==> config.mk <==
export PLATFORM = sky130hd
export DESIGN_NAME = fwd_hazard_unit_flat
export DESIGN_NICKNAME = d
export VERILOG_FILES = /design/src/rtl/fwd_hazard_unit_if.sv /design/src/rtl/fwd_hazard_unit.sv /design/src/flat_wrapper.sv
export SDC_FILE = /design/constraint.sdc
export NUM_CORES = 1
export LEC_CHECK = 0
export BUFFER_PORTS_ARGS = -buffer_cell sky130_fd_sc_hd__clkbuf_2
export CAP_MARGIN = 30
export CORE_MARGIN = 2
export CORE_UTILIZATION = 46
export CTS_CLUSTER_DIAMETER = 150
export DETAILED_ROUTE_END_ITERATION = 7
export GPL_TIMING_DRIVEN = 0
export PLACE_DENSITY = 0.81
export REMOVE_ABC_BUFFERS = 1
export SLEW_MARGIN = 20
export SYNTH_ARGS = -nofsm -noshare
export SYNTH_HDL_FRONTEND = slang
export SYNTH_SLANG_ARGS = --single-unit
==> constraint.sdc <==
create_clock -name clk -period 2.4 [get_ports clk]
set_clock_uncertainty 0.2 [all_clocks]
set_input_delay 0.36 -clock clk [delete_from_list [all_inputs] [get_ports clk]]
set_output_delay 0.36 -clock clk [all_outputs]
set_load 0.05 [all_outputs]
==> src/rtl/fwd_hazard_unit_if.sv <==
`default_nettype none
// ============================================================================
// Module      : fwd_hazard_unit_if
// Description : Bundle of pipeline-side signals exchanged with the forwarding
//               and hazard unit.
//               master - pipeline control (drives ID/EXE info, freeze, flush)
//               slave  - fwd_hazard_unit (returns operand selects and stall)
// Ports       : freeze, flush          pipeline control
//               id_*                   instruction currently in ID
//               exe_*                  source operands of instruction in EXE
//               sel_src1, sel_src2     forwarding selects (0 = register file)
//               stall                  load-use / dependency stall
// Revision    : 1.0 - initial release
// ============================================================================
interface fwd_hazard_unit_if #(
    parameter int REG_W = 4,
    parameter int SEL_W = 2
);
    logic             freeze;
    logic             flush;
    logic             id_valid;
    logic             id_wb_en;
    logic             id_mem_r;
    logic [REG_W-1:0] id_dest;
    logic [REG_W-1:0] id_src1;
    logic [REG_W-1:0] id_src2;
    logic             id_use1;
    logic             id_use2;
    logic [REG_W-1:0] exe_src1;
    logic [REG_W-1:0] exe_src2;
    logic             exe_use1;
    logic             exe_use2;
    logic [SEL_W-1:0] sel_src1;
    logic [SEL_W-1:0] sel_src2;
    logic             stall;

    modport master (
        output freeze, flush,
        output id_valid, id_wb_en, id_mem_r, id_dest,
        output id_src1, id_src2, id_use1, id_use2,
        output exe_src1, exe_src2, exe_use1, exe_use2,
        input  sel_src1, sel_src2, stall
    );

    modport slave (
        input  freeze, flush,
        input  id_valid, id_wb_en, id_mem_r, id_dest,
        input  id_src1, id_src2, id_use1, id_use2,
        input  exe_src1, exe_src2, exe_use1, exe_use2,
        output sel_src1, sel_src2, stall
    );
endinterface
`default_nettype wire

==> src/rtl/fwd_hazard_unit.sv <==
`default_nettype none
// ============================================================================
// Module      : fwd_hazard_unit
// Description : Forwarding and hazard unit for the pipelined ARM core. Keeps a
//               private shift pipe of destination tags T[0..NUM_FWD]
//               (T[0] = EXE, T[NUM_FWD] = WB) loaded at the ID/EXE boundary,
//               derives per-operand forwarding selects for EXE (nearest stage
//               wins) and a load-use stall toward IF/ID.
// Config      : FWD_UNIT_FORWARD_EN defined   -> forwarding + load-use stall
//               FWD_UNIT_FORWARD_EN undefined -> no-forwarding debug build:
//                   selects tied to 0, stall on any dependency in T[0..NUM_FWD-1]
// Ports       : clk, rst            clock, synchronous active-high reset
//               bus (slave)         freeze/flush, ID and EXE operand info,
//                                   sel_src1/sel_src2/stall outputs
// Revision    : 1.0 - initial release
// ============================================================================
module fwd_hazard_unit #(
    parameter int REG_W      = 4,
    parameter int NUM_FWD    = 2,
    parameter int SEL_W      = 2,
    parameter int LOAD_STAGE = 2
) (
    input  wire logic         clk,
    input  wire logic         rst,
    fwd_hazard_unit_if.slave  bus
);

    // Tag pipe: one entry per stage from EXE to WB.
    logic [NUM_FWD:0] r_valid;
    logic [NUM_FWD:0] r_wb_en;
    logic [NUM_FWD:0] r_is_load;
    logic [REG_W-1:0] r_dest [0:NUM_FWD];

    logic             w_stall;
    logic [SEL_W-1:0] w_sel1;
    logic [SEL_W-1:0] w_sel2;
    logic             w_hit1;
    logic             w_hit2;

    // ------------------------------------------------------------------
    // Tag pipe update: rst > freeze > (flush | stall -> bubble) > normal
    // ------------------------------------------------------------------
    always_ff @(posedge clk) begin
        if (rst) begin
            r_valid   <= '0;
            r_wb_en   <= '0;
            r_is_load <= '0;
            for (int k = 0; k <= NUM_FWD; k++) begin
                r_dest[k] <= '0;
            end
        end else if (!bus.freeze) begin
            for (int k = NUM_FWD; k >= 1; k--) begin
                r_valid[k]   <= r_valid[k-1];
                r_wb_en[k]   <= r_wb_en[k-1];
                r_is_load[k] <= r_is_load[k-1];
                r_dest[k]    <= r_dest[k-1];
            end
            // A squashed or stalled ID instruction enters EXE as a bubble;
            // only the valid bit matters, the other fields are don't-care.
            r_valid[0]   <= bus.id_valid & ~(bus.flush | w_stall);
            r_wb_en[0]   <= bus.id_wb_en;
            r_is_load[0] <= bus.id_mem_r;
            r_dest[0]    <= bus.id_dest;
        end
    end

`ifdef FWD_UNIT_FORWARD_EN
    // ------------------------------------------------------------------
    // Forwarding selects: scan oldest to nearest so the nearest match is
    // the last one written. Loads younger than LOAD_STAGE have no data yet
    // and are skipped; the stall keeps such a consumer out of EXE anyway.
    // ------------------------------------------------------------------
    always_comb begin
        w_sel1 = '0;
        w_sel2 = '0;
        for (int k = NUM_FWD; k >= 1; k--) begin
            if (bus.exe_use1 && r_valid[k] && r_wb_en[k] &&
                (r_dest[k] == bus.exe_src1) &&
                !(r_is_load[k] && (k < LOAD_STAGE))) begin
                w_sel1 = SEL_W'(k);
            end
            if (bus.exe_use2 && r_valid[k] && r_wb_en[k] &&
                (r_dest[k] == bus.exe_src2) &&
                !(r_is_load[k] && (k < LOAD_STAGE))) begin
                w_sel2 = SEL_W'(k);
            end
        end
    end

    // Load-use: a load that will not yet have data when the ID consumer
    // reaches EXE. Both operands hitting one load still yield one stall.
    always_comb begin
        w_hit1 = 1'b0;
        w_hit2 = 1'b0;
        for (int k = 0; k < LOAD_STAGE - 1; k++) begin
            if (r_valid[k] && r_wb_en[k] && r_is_load[k] &&
                (r_dest[k] == bus.id_src1)) begin
                w_hit1 = 1'b1;
            end
            if (r_valid[k] && r_wb_en[k] && r_is_load[k] &&
                (r_dest[k] == bus.id_src2)) begin
                w_hit2 = 1'b1;
            end
        end
    end
`else
    // No forwarding: every producer still in flight blocks the consumer.
    // WB is excluded because the register file writes through to reads.
    always_comb begin
        w_sel1 = '0;
        w_sel2 = '0;
        w_hit1 = 1'b0;
        w_hit2 = 1'b0;
        for (int k = 0; k < NUM_FWD; k++) begin
            if (r_valid[k] && r_wb_en[k] && (r_dest[k] == bus.id_src1)) begin
                w_hit1 = 1'b1;
            end
            if (r_valid[k] && r_wb_en[k] && (r_dest[k] == bus.id_src2)) begin
                w_hit2 = 1'b1;
            end
        end
    end

    // Inputs and tag fields with no consumer in this build.
    localparam logic c_LOAD_STAGE_OK = (LOAD_STAGE >= 1);
    logic w_unused;
    assign w_unused = ^{bus.exe_src1, bus.exe_src2, bus.exe_use1, bus.exe_use2,
                        r_is_load, r_valid[NUM_FWD], r_wb_en[NUM_FWD],
                        r_dest[NUM_FWD], c_LOAD_STAGE_OK};
`endif

    // Flush squashes the ID instruction, so its hazard is irrelevant.
    assign w_stall = ~bus.flush & ((bus.id_use1 & w_hit1) | (bus.id_use2 & w_hit2));

    // Outputs are held quiet while reset is asserted.
    assign bus.sel_src1 = rst ? '0   : w_sel1;
    assign bus.sel_src2 = rst ? '0   : w_sel2;
    assign bus.stall    = rst ? 1'b0 : w_stall;

endmodule
`default_nettype wire

==> src/flat_wrapper.sv <==
// flat-port wrapper written by rule: the top's interface ports become plain ports
module fwd_hazard_unit_flat 
#(
    parameter int REG_W      = 4,
    parameter int NUM_FWD    = 2,
    parameter int SEL_W      = 2,
    parameter int LOAD_STAGE = 2
)
  (clk, rst, bus_freeze, bus_flush, bus_id_valid, bus_id_wb_en, bus_id_mem_r, bus_id_dest, bus_id_src1, bus_id_src2, bus_id_use1, bus_id_use2, bus_exe_src1, bus_exe_src2, bus_exe_use1, bus_exe_use2, bus_sel_src1, bus_sel_src2, bus_stall);
  fwd_hazard_unit_if #(.REG_W(REG_W), .SEL_W(SEL_W)) bus_i ();
  input  wire logic clk;
  input  wire logic rst;
  input wire logic [$bits(bus_i.freeze)-1:0] bus_freeze;
  input wire logic [$bits(bus_i.flush)-1:0] bus_flush;
  input wire logic [$bits(bus_i.id_valid)-1:0] bus_id_valid;
  input wire logic [$bits(bus_i.id_wb_en)-1:0] bus_id_wb_en;
  input wire logic [$bits(bus_i.id_mem_r)-1:0] bus_id_mem_r;
  input wire logic [$bits(bus_i.id_dest)-1:0] bus_id_dest;
  input wire logic [$bits(bus_i.id_src1)-1:0] bus_id_src1;
  input wire logic [$bits(bus_i.id_src2)-1:0] bus_id_src2;
  input wire logic [$bits(bus_i.id_use1)-1:0] bus_id_use1;
  input wire logic [$bits(bus_i.id_use2)-1:0] bus_id_use2;
  input wire logic [$bits(bus_i.exe_src1)-1:0] bus_exe_src1;
  input wire logic [$bits(bus_i.exe_src2)-1:0] bus_exe_src2;
  input wire logic [$bits(bus_i.exe_use1)-1:0] bus_exe_use1;
  input wire logic [$bits(bus_i.exe_use2)-1:0] bus_exe_use2;
  output wire logic [$bits(bus_i.sel_src1)-1:0] bus_sel_src1;
  output wire logic [$bits(bus_i.sel_src2)-1:0] bus_sel_src2;
  output wire logic [$bits(bus_i.stall)-1:0] bus_stall;
  assign bus_i.freeze = bus_freeze;
  assign bus_i.flush = bus_flush;
  assign bus_i.id_valid = bus_id_valid;
  assign bus_i.id_wb_en = bus_id_wb_en;
  assign bus_i.id_mem_r = bus_id_mem_r;
  assign bus_i.id_dest = bus_id_dest;
  assign bus_i.id_src1 = bus_id_src1;
  assign bus_i.id_src2 = bus_id_src2;
  assign bus_i.id_use1 = bus_id_use1;
  assign bus_i.id_use2 = bus_id_use2;
  assign bus_i.exe_src1 = bus_exe_src1;
  assign bus_i.exe_src2 = bus_exe_src2;
  assign bus_i.exe_use1 = bus_exe_use1;
  assign bus_i.exe_use2 = bus_exe_use2;
  assign bus_sel_src1 = bus_i.sel_src1;
  assign bus_sel_src2 = bus_i.sel_src2;
  assign bus_stall = bus_i.stall;
  fwd_hazard_unit #(.REG_W(REG_W), .NUM_FWD(NUM_FWD), .SEL_W(SEL_W), .LOAD_STAGE(LOAD_STAGE)) u_core (.clk(clk), .rst(rst), .bus(bus_i));
endmodule
==> impl_metrics.toml, run 1 <==
[min_path]
hold_depth = 3
hp-class = "input port to flip-flop"
hp-start = "bus_id_wb_en"
min_to = "u_core.r_wb_en[0]"

[clocking]
htree_levels = 1
clock_path_buffers = 2
clk_pin_slew_ns = 0.07
cts_hold_buf = 0
cts.sinks = 12
insertion_delay_ns = 0.27
cts_buffers = 3
clock-root-buffer = "clkbuf_4"
cts_tree = "yes"

[synth]
yosys_warnings = 0
synth_top_area_cell = "edfxtp_1"
ys_seq_area_frac = 0.468
yosysUniqueCellTypes = 18
synth-async-reset-ratio = 0
synth_cells = 63
synth_area_leaders = "edfxtp_1, xor2_1, dfxtp_1, and2_1, xnor2_1"
ys_ff_latch = 12
syn_avg_cell_area_um2 = 10.9
synthFlopType = "edfxtp_1"
synth.top_cell.area_share = 0.351
yosys-top-cells-count = "xor2_1, edfxtp_1, and2_1"
synth_edf_count = 8
syn_area_um2 = 684
synth.most_common_cell = "xor2_1"

[global_route]
grt_pass1_wl_mm = 2.15
grt_pass1_vias = 550
grt.overflow.total = 0
grt_usage = 0.168
grt_max_degree = 10
antenna_found_initial = 0

[floorplanning]
die_w_um = 42.6
fp.coreArea_mm2 = 0.00135
die-area_mm2 = 0.00181
boundaryPins = 36
rows = 13
start_util = 0.507
die_h_um = 42.6

[placement]
numPortBuffers = 20
dp.cells = 96
place_congestion = 0.784
post-dp-hpwl_um = 980

[drt]
wl_mm = 1.39
drc_errors = 0
antenna_left = 0
drt_iter0_drc = 4
wire_per_inst_um = 13.7
dr_total_vias = 520
vias_per_cell = 5.15
dr.pass1.iters = 4

[final_layout]
multiInputGateArea_um2 = 377
num-nets-final = 118
seq_area_um2 = 320
num_antenna_cells = 0
syn_to_final_growth_pct = 25.0
n_fill_cell = 115
instances_no_fill = 101
drive_gt1_frac = 0.360

[critical_path]
rr_endpoint = "u_core.r_valid[0]"
required_ns = 1.84
end_kind = "primary output"
startpoint = "u_core.r_dest[0][2]"
crit_type = "flip-flop to primary output"
worst-path-max-fanout = 3
critPathArrivalTime_ns = 1.75
r2r-start = "u_core.r_dest[0][2]"
worstRegToRegCells = 5
rrSetupSlack_ns = 0.76
startpoint_type = "flip-flop"

[pwr]
p_leak_uw = 0.000377
power_uw = 457
ir_drop_uv = 282
p_per_area_mw_per_mm2 = 533

[timing]
rsz0062_at_grt = "yes"
min_period_ns = 2.31
setup_viol = 0
fin_crit_sh = 0.961
max_freq_mhz = 434
finalHoldViolations = 0
drv_slew = 0

[job]
drv_cap = 0

[status]
status = "finished clean"
-- placed cells by master, fill, tap and decap left out --
cell and instances:
a2bb2o_1 1, and2_1 7, and2_2 1, buf_4 2
clkbuf_2 19, clkbuf_4 3, clkinv_1 1, conb_1 4
dfxtp_1 4, edfxtp_1 8, inv_1 1, mux2i_1 3
nand2b_1 1, nand4_1 4, nor2_1 4, nor3_1 1
nor4_2 5, nor4b_1 1, xnor2_1 3, xnor2_2 1
xor2_1 12
-- worst max-delay path, cell delays in order (launching register included) --
cell and delay [ns]:
edfxtp_1 0.47, xnor2_2 0.19, nand4_1 0.14, nor4_2 0.20, nor4_2 0.10, nor3_1 0.16
buf_4 0.23
-- what timing repair did --
action / 4_1_cts / 5_1_grt
pin swaps: 0 / 0
buffers inserted: 0 / 1
endpoints found under the setup margin: 1 / 1
gates resized for setup: 1 / 7
-- layer usage --
layer | track usage | vias up | wire [um]
li1 | - | 258 | -
met1 | 0.165 | 237 | 555
met2 | 0.286 | 19 | 714
met3 | 0.0560 | 6 | 65
met4 | 0.131 | 0 | 49
met5 | 0 | - | 0
-- metrics by stage --
step | worst slack [ns] | instance area [um^2] | TNS, ns | hold slack (ns) | util
4_1_cts | 0.0204 | 810 | 0 | 0.112 | 0.600
3_5_place_dp | 0.281 | 781 | 0 | 0.315 | 0.578
2_1_floorplan | -0.137 | 662 | -0.137 | 0.232 | -
3_3_place_gp | 0.348 | 781 | 0 | 0.306 | 0.578
6_report | 0.0943 | 856 | 0 | 0.118 | 0.634
5_1_grt | -0.0485 | 856 | -0.0485 | 0.140 | 0.634
-- cells by family after synthesis --
group | share of synthesized area
simple gates | 0.208
xor+xnor | 0.205
flops | 0.468
buf+inv | 0.0548
mux | 0.0439
compound gates | 0.0146
other cells | 0.00548
-- registers in the layout, indices dropped and copies added, names as in the netlist --
register / count
u_core.r_wb_en: 2
u_core.r_dest: 8
u_core.r_valid: 2
-- where the power goes --
part           total, uW  internal [uW]  leakage [uW]  switching, uW
Combinational       84.2           35.8      0.000241           48.4
Clock                125           60.1     0.0000154           64.8
Sequential           247            234      0.000120           13.0
Total                457            330      0.000377            126
-- cell type report --
cell class                      instances  area share
Multi-Input combinational cell         48       0.440
Sequential cell                        12       0.374
Timing Repair Buffer                   21       0.129
Clock buffer                            3      0.0263
Tap cell                               15      0.0219
Clock inverter                          1     0.00439
Inverter                                1     0.00439
-- worst max-delay path by stage --
stage,end,slack [ns],cells after the start
CTS,bus_stall,0.02,6
detailed placement,bus_stall,0.28,6
floorplan,bus_stall,-0.14,4
global route,bus_stall,-0.05,6
global placement,bus_stall,0.35,7
finish,bus_stall,0.09,6
Note: power is estimated with default switching activity, not from simulation.
==> inputs of run 2 (changes only) <==
--- a/config.mk
+++ b/config.mk
@@ -8,11 +8,11 @@
 export BUFFER_PORTS_ARGS = -buffer_cell sky130_fd_sc_hd__clkbuf_2
 export CAP_MARGIN = 30
 export CORE_MARGIN = 2
-export CORE_UTILIZATION = 46
+export CORE_UTILIZATION = 43
 export CTS_CLUSTER_DIAMETER = 150
 export DETAILED_ROUTE_END_ITERATION = 7
 export GPL_TIMING_DRIVEN = 0
-export PLACE_DENSITY = 0.81
+export PLACE_DENSITY = 0.77
 export REMOVE_ABC_BUFFERS = 1
 export SLEW_MARGIN = 20
 export SYNTH_ARGS = -nofsm -noshare
==> constraint.sdc (replaced) <==
create_clock -name clk -period 2.5 [get_ports clk]
set_clock_uncertainty 0.2 [all_clocks]
set_input_delay 0.375 -clock clk [delete_from_list [all_inputs] [get_ports clk]]
set_output_delay 0.375 -clock clk [all_outputs]
set_load 0.05 [all_outputs]
==> impl_metrics.toml, run 2 (synthesis results as in run 1) <==
[global_route]
grt.overflow.total = 0
grt_max_degree = 10
grt_pass1_wl_mm = 1.97
grt_usage = 0.142
grt_pass1_vias = 486
antenna_found_initial = 0

[drt]
drc_errors = 0
dr_total_vias = 508
antenna_left = 0
wl_mm = 1.19
vias_per_cell = 5.03
wire_per_inst_um = 11.8
dr.pass1.iters = 4
drt_iter0_drc = 5

[clocking]
htree_levels = 1
clk_pin_slew_ns = 0.07
postCtsSetupBuffers = 0
clock-root-buffer = "clkbuf_4"
cts_tree = "yes"
cts_buffers = 3
clock_path_buffers = 2
cts.sinks = 12
insertion_delay_ns = 0.26

[final_layout]
largest_reg_flops = 8
num_antenna_cells = 0
final_common_cell = "clkbuf_2"
num-nets-final = 117
utilization = 0.543
most-common-layout-cells = "clkbuf_2, xor2_1, edfxtp_1"
multiInputGateArea_um2 = 338
top_register = "u_core.r_dest"
drive_gt1_frac = 0.294
seq_area_um2 = 320
biggestRegsByFlops = "u_core.r_dest x8, u_core.r_valid x2, u_core.r_wb_en x2"
n_fill_cell = 140
syn_to_final_growth_pct = 19.6

[pwr]
clkPwrFrac = 0.327
switching_share = 0.247
p_int_uw = 345
pwr-share-comb = 0.155
p_per_area_mw_per_mm2 = 559
seqPwrFrac = 0.518
p_leak_uw = 0.000370
ir_drop_uv = 336
p_sw_uw = 113

[floorplanning]
die_w_um = 43.9
die_h_um = 43.9
die-area_mm2 = 0.00193
start_util = 0.454
fp.coreArea_mm2 = 0.00151
boundaryPins = 36
rows = 14

[timing]
min_period_ns = 2.34
whs_ns = 0.141
fin_crit_sh = 0.937
finalHoldViolations = 0
rsz0062_at_grt = "no"
setup_viol = 0
max_freq_mhz = 427
drv_slew = 0

[critical_path]
crit_path_frequent_cell = "nor4_1"
startpoint_type = "flip-flop"
worst-path-max-fanout = 3
rrSetupSlack_ns = 0.85
cp_slowest_stage_delay_ns = 0.47
crit_type = "flip-flop to primary output"
path_cells = "xnor2_1 -> nand4_1 -> nor4_1 -> nor4_1 -> nor3_1 -> buf_2"
slowest_stage = "edfxtp_1"
cp_num_buf_inv = 1
critPathArrivalTime_ns = 1.77
required_ns = 1.92
cp_top_family = "simple AND/OR/NAND/NOR gates"
end_kind = "primary output"

[status]
status = "finished clean"

[placement]
post-dp-hpwl_um = 975
numPortBuffers = 20
place_congestion = 0.849

[job]
drv_cap = 0

[min_path]
hp-class = "input port to flip-flop"
run 2: power groups by stage:
stage	registers, uW	clock network, uW	logic [uW]
6_report	237	150	70.9
5_1_grt	239	165	78.9
4_1_cts	237	155	71.5
3_5_place_dp	242	0	71.1
3_3_place_gp	241	0	68.8
2_1_floorplan	238	0	44.9
run 2: repair_timing:
item / in CTS / in global routing
gates resized for setup: 0 / 1
hold buffers: 0 / 0
setup endpoints to repair: 0 / 1
run 2: metal layers:
metal	GRT usage	routed length [um]
met1	0.173	508
met5	0	0
met4	0.0545	6
met3	0.0375	91
met2	0.238	580
run 2: worst paths after layout:
| path | from | end | cells after the start |
|---|---|---|---|
| worst max-delay path | u_core.r_dest[0][1] | bus_stall | 6 |
| worst max register to register | u_core.r_dest[0][1] | u_core.r_valid[0] | 5 |
| worst min-delay path | bus_id_wb_en | u_core.r_wb_en[0] | 3 |
| worst min register to register | u_core.r_wb_en[1] | u_core.r_wb_en[1] | 2 |
run 2: worst register-to-register path: cells and delay by family (launching register included):
| family | cells | cell delay (ns) |
|---|---|---|
| AOI/OAI and AO/OA | 1 | 0.20 |
| and+or+nand+nor | 3 | 0.57 |
| xor gates and xnor gates | 1 | 0.16 |
| DFF | 1 | 0.47 |
run 2: area by class of cell:
| type | count | area share |
|---|---|---|
| clock buffers | 4 | 0.0443 |
| inverters | 1 | 0.00459 |
| multi-input cells | 48 | 0.413 |
| flip-flops and latches | 12 | 0.391 |
| well taps | 16 | 0.0245 |
| repair buffers | 20 | 0.122 |
run 2: stage by stage:
step                      TNS, ns  cells  power [uW]  setup slack (ns)  area [um^2]
after floorplan           -0.0520     61         283           -0.0520          662
after global placement          0     97         309             0.407          782
after detailed placement        0     97         313             0.391          782
after CTS                       0    101         463             0.101          818
after global routing            0    101         483            0.0233          818
final                           0    101         458             0.158          818
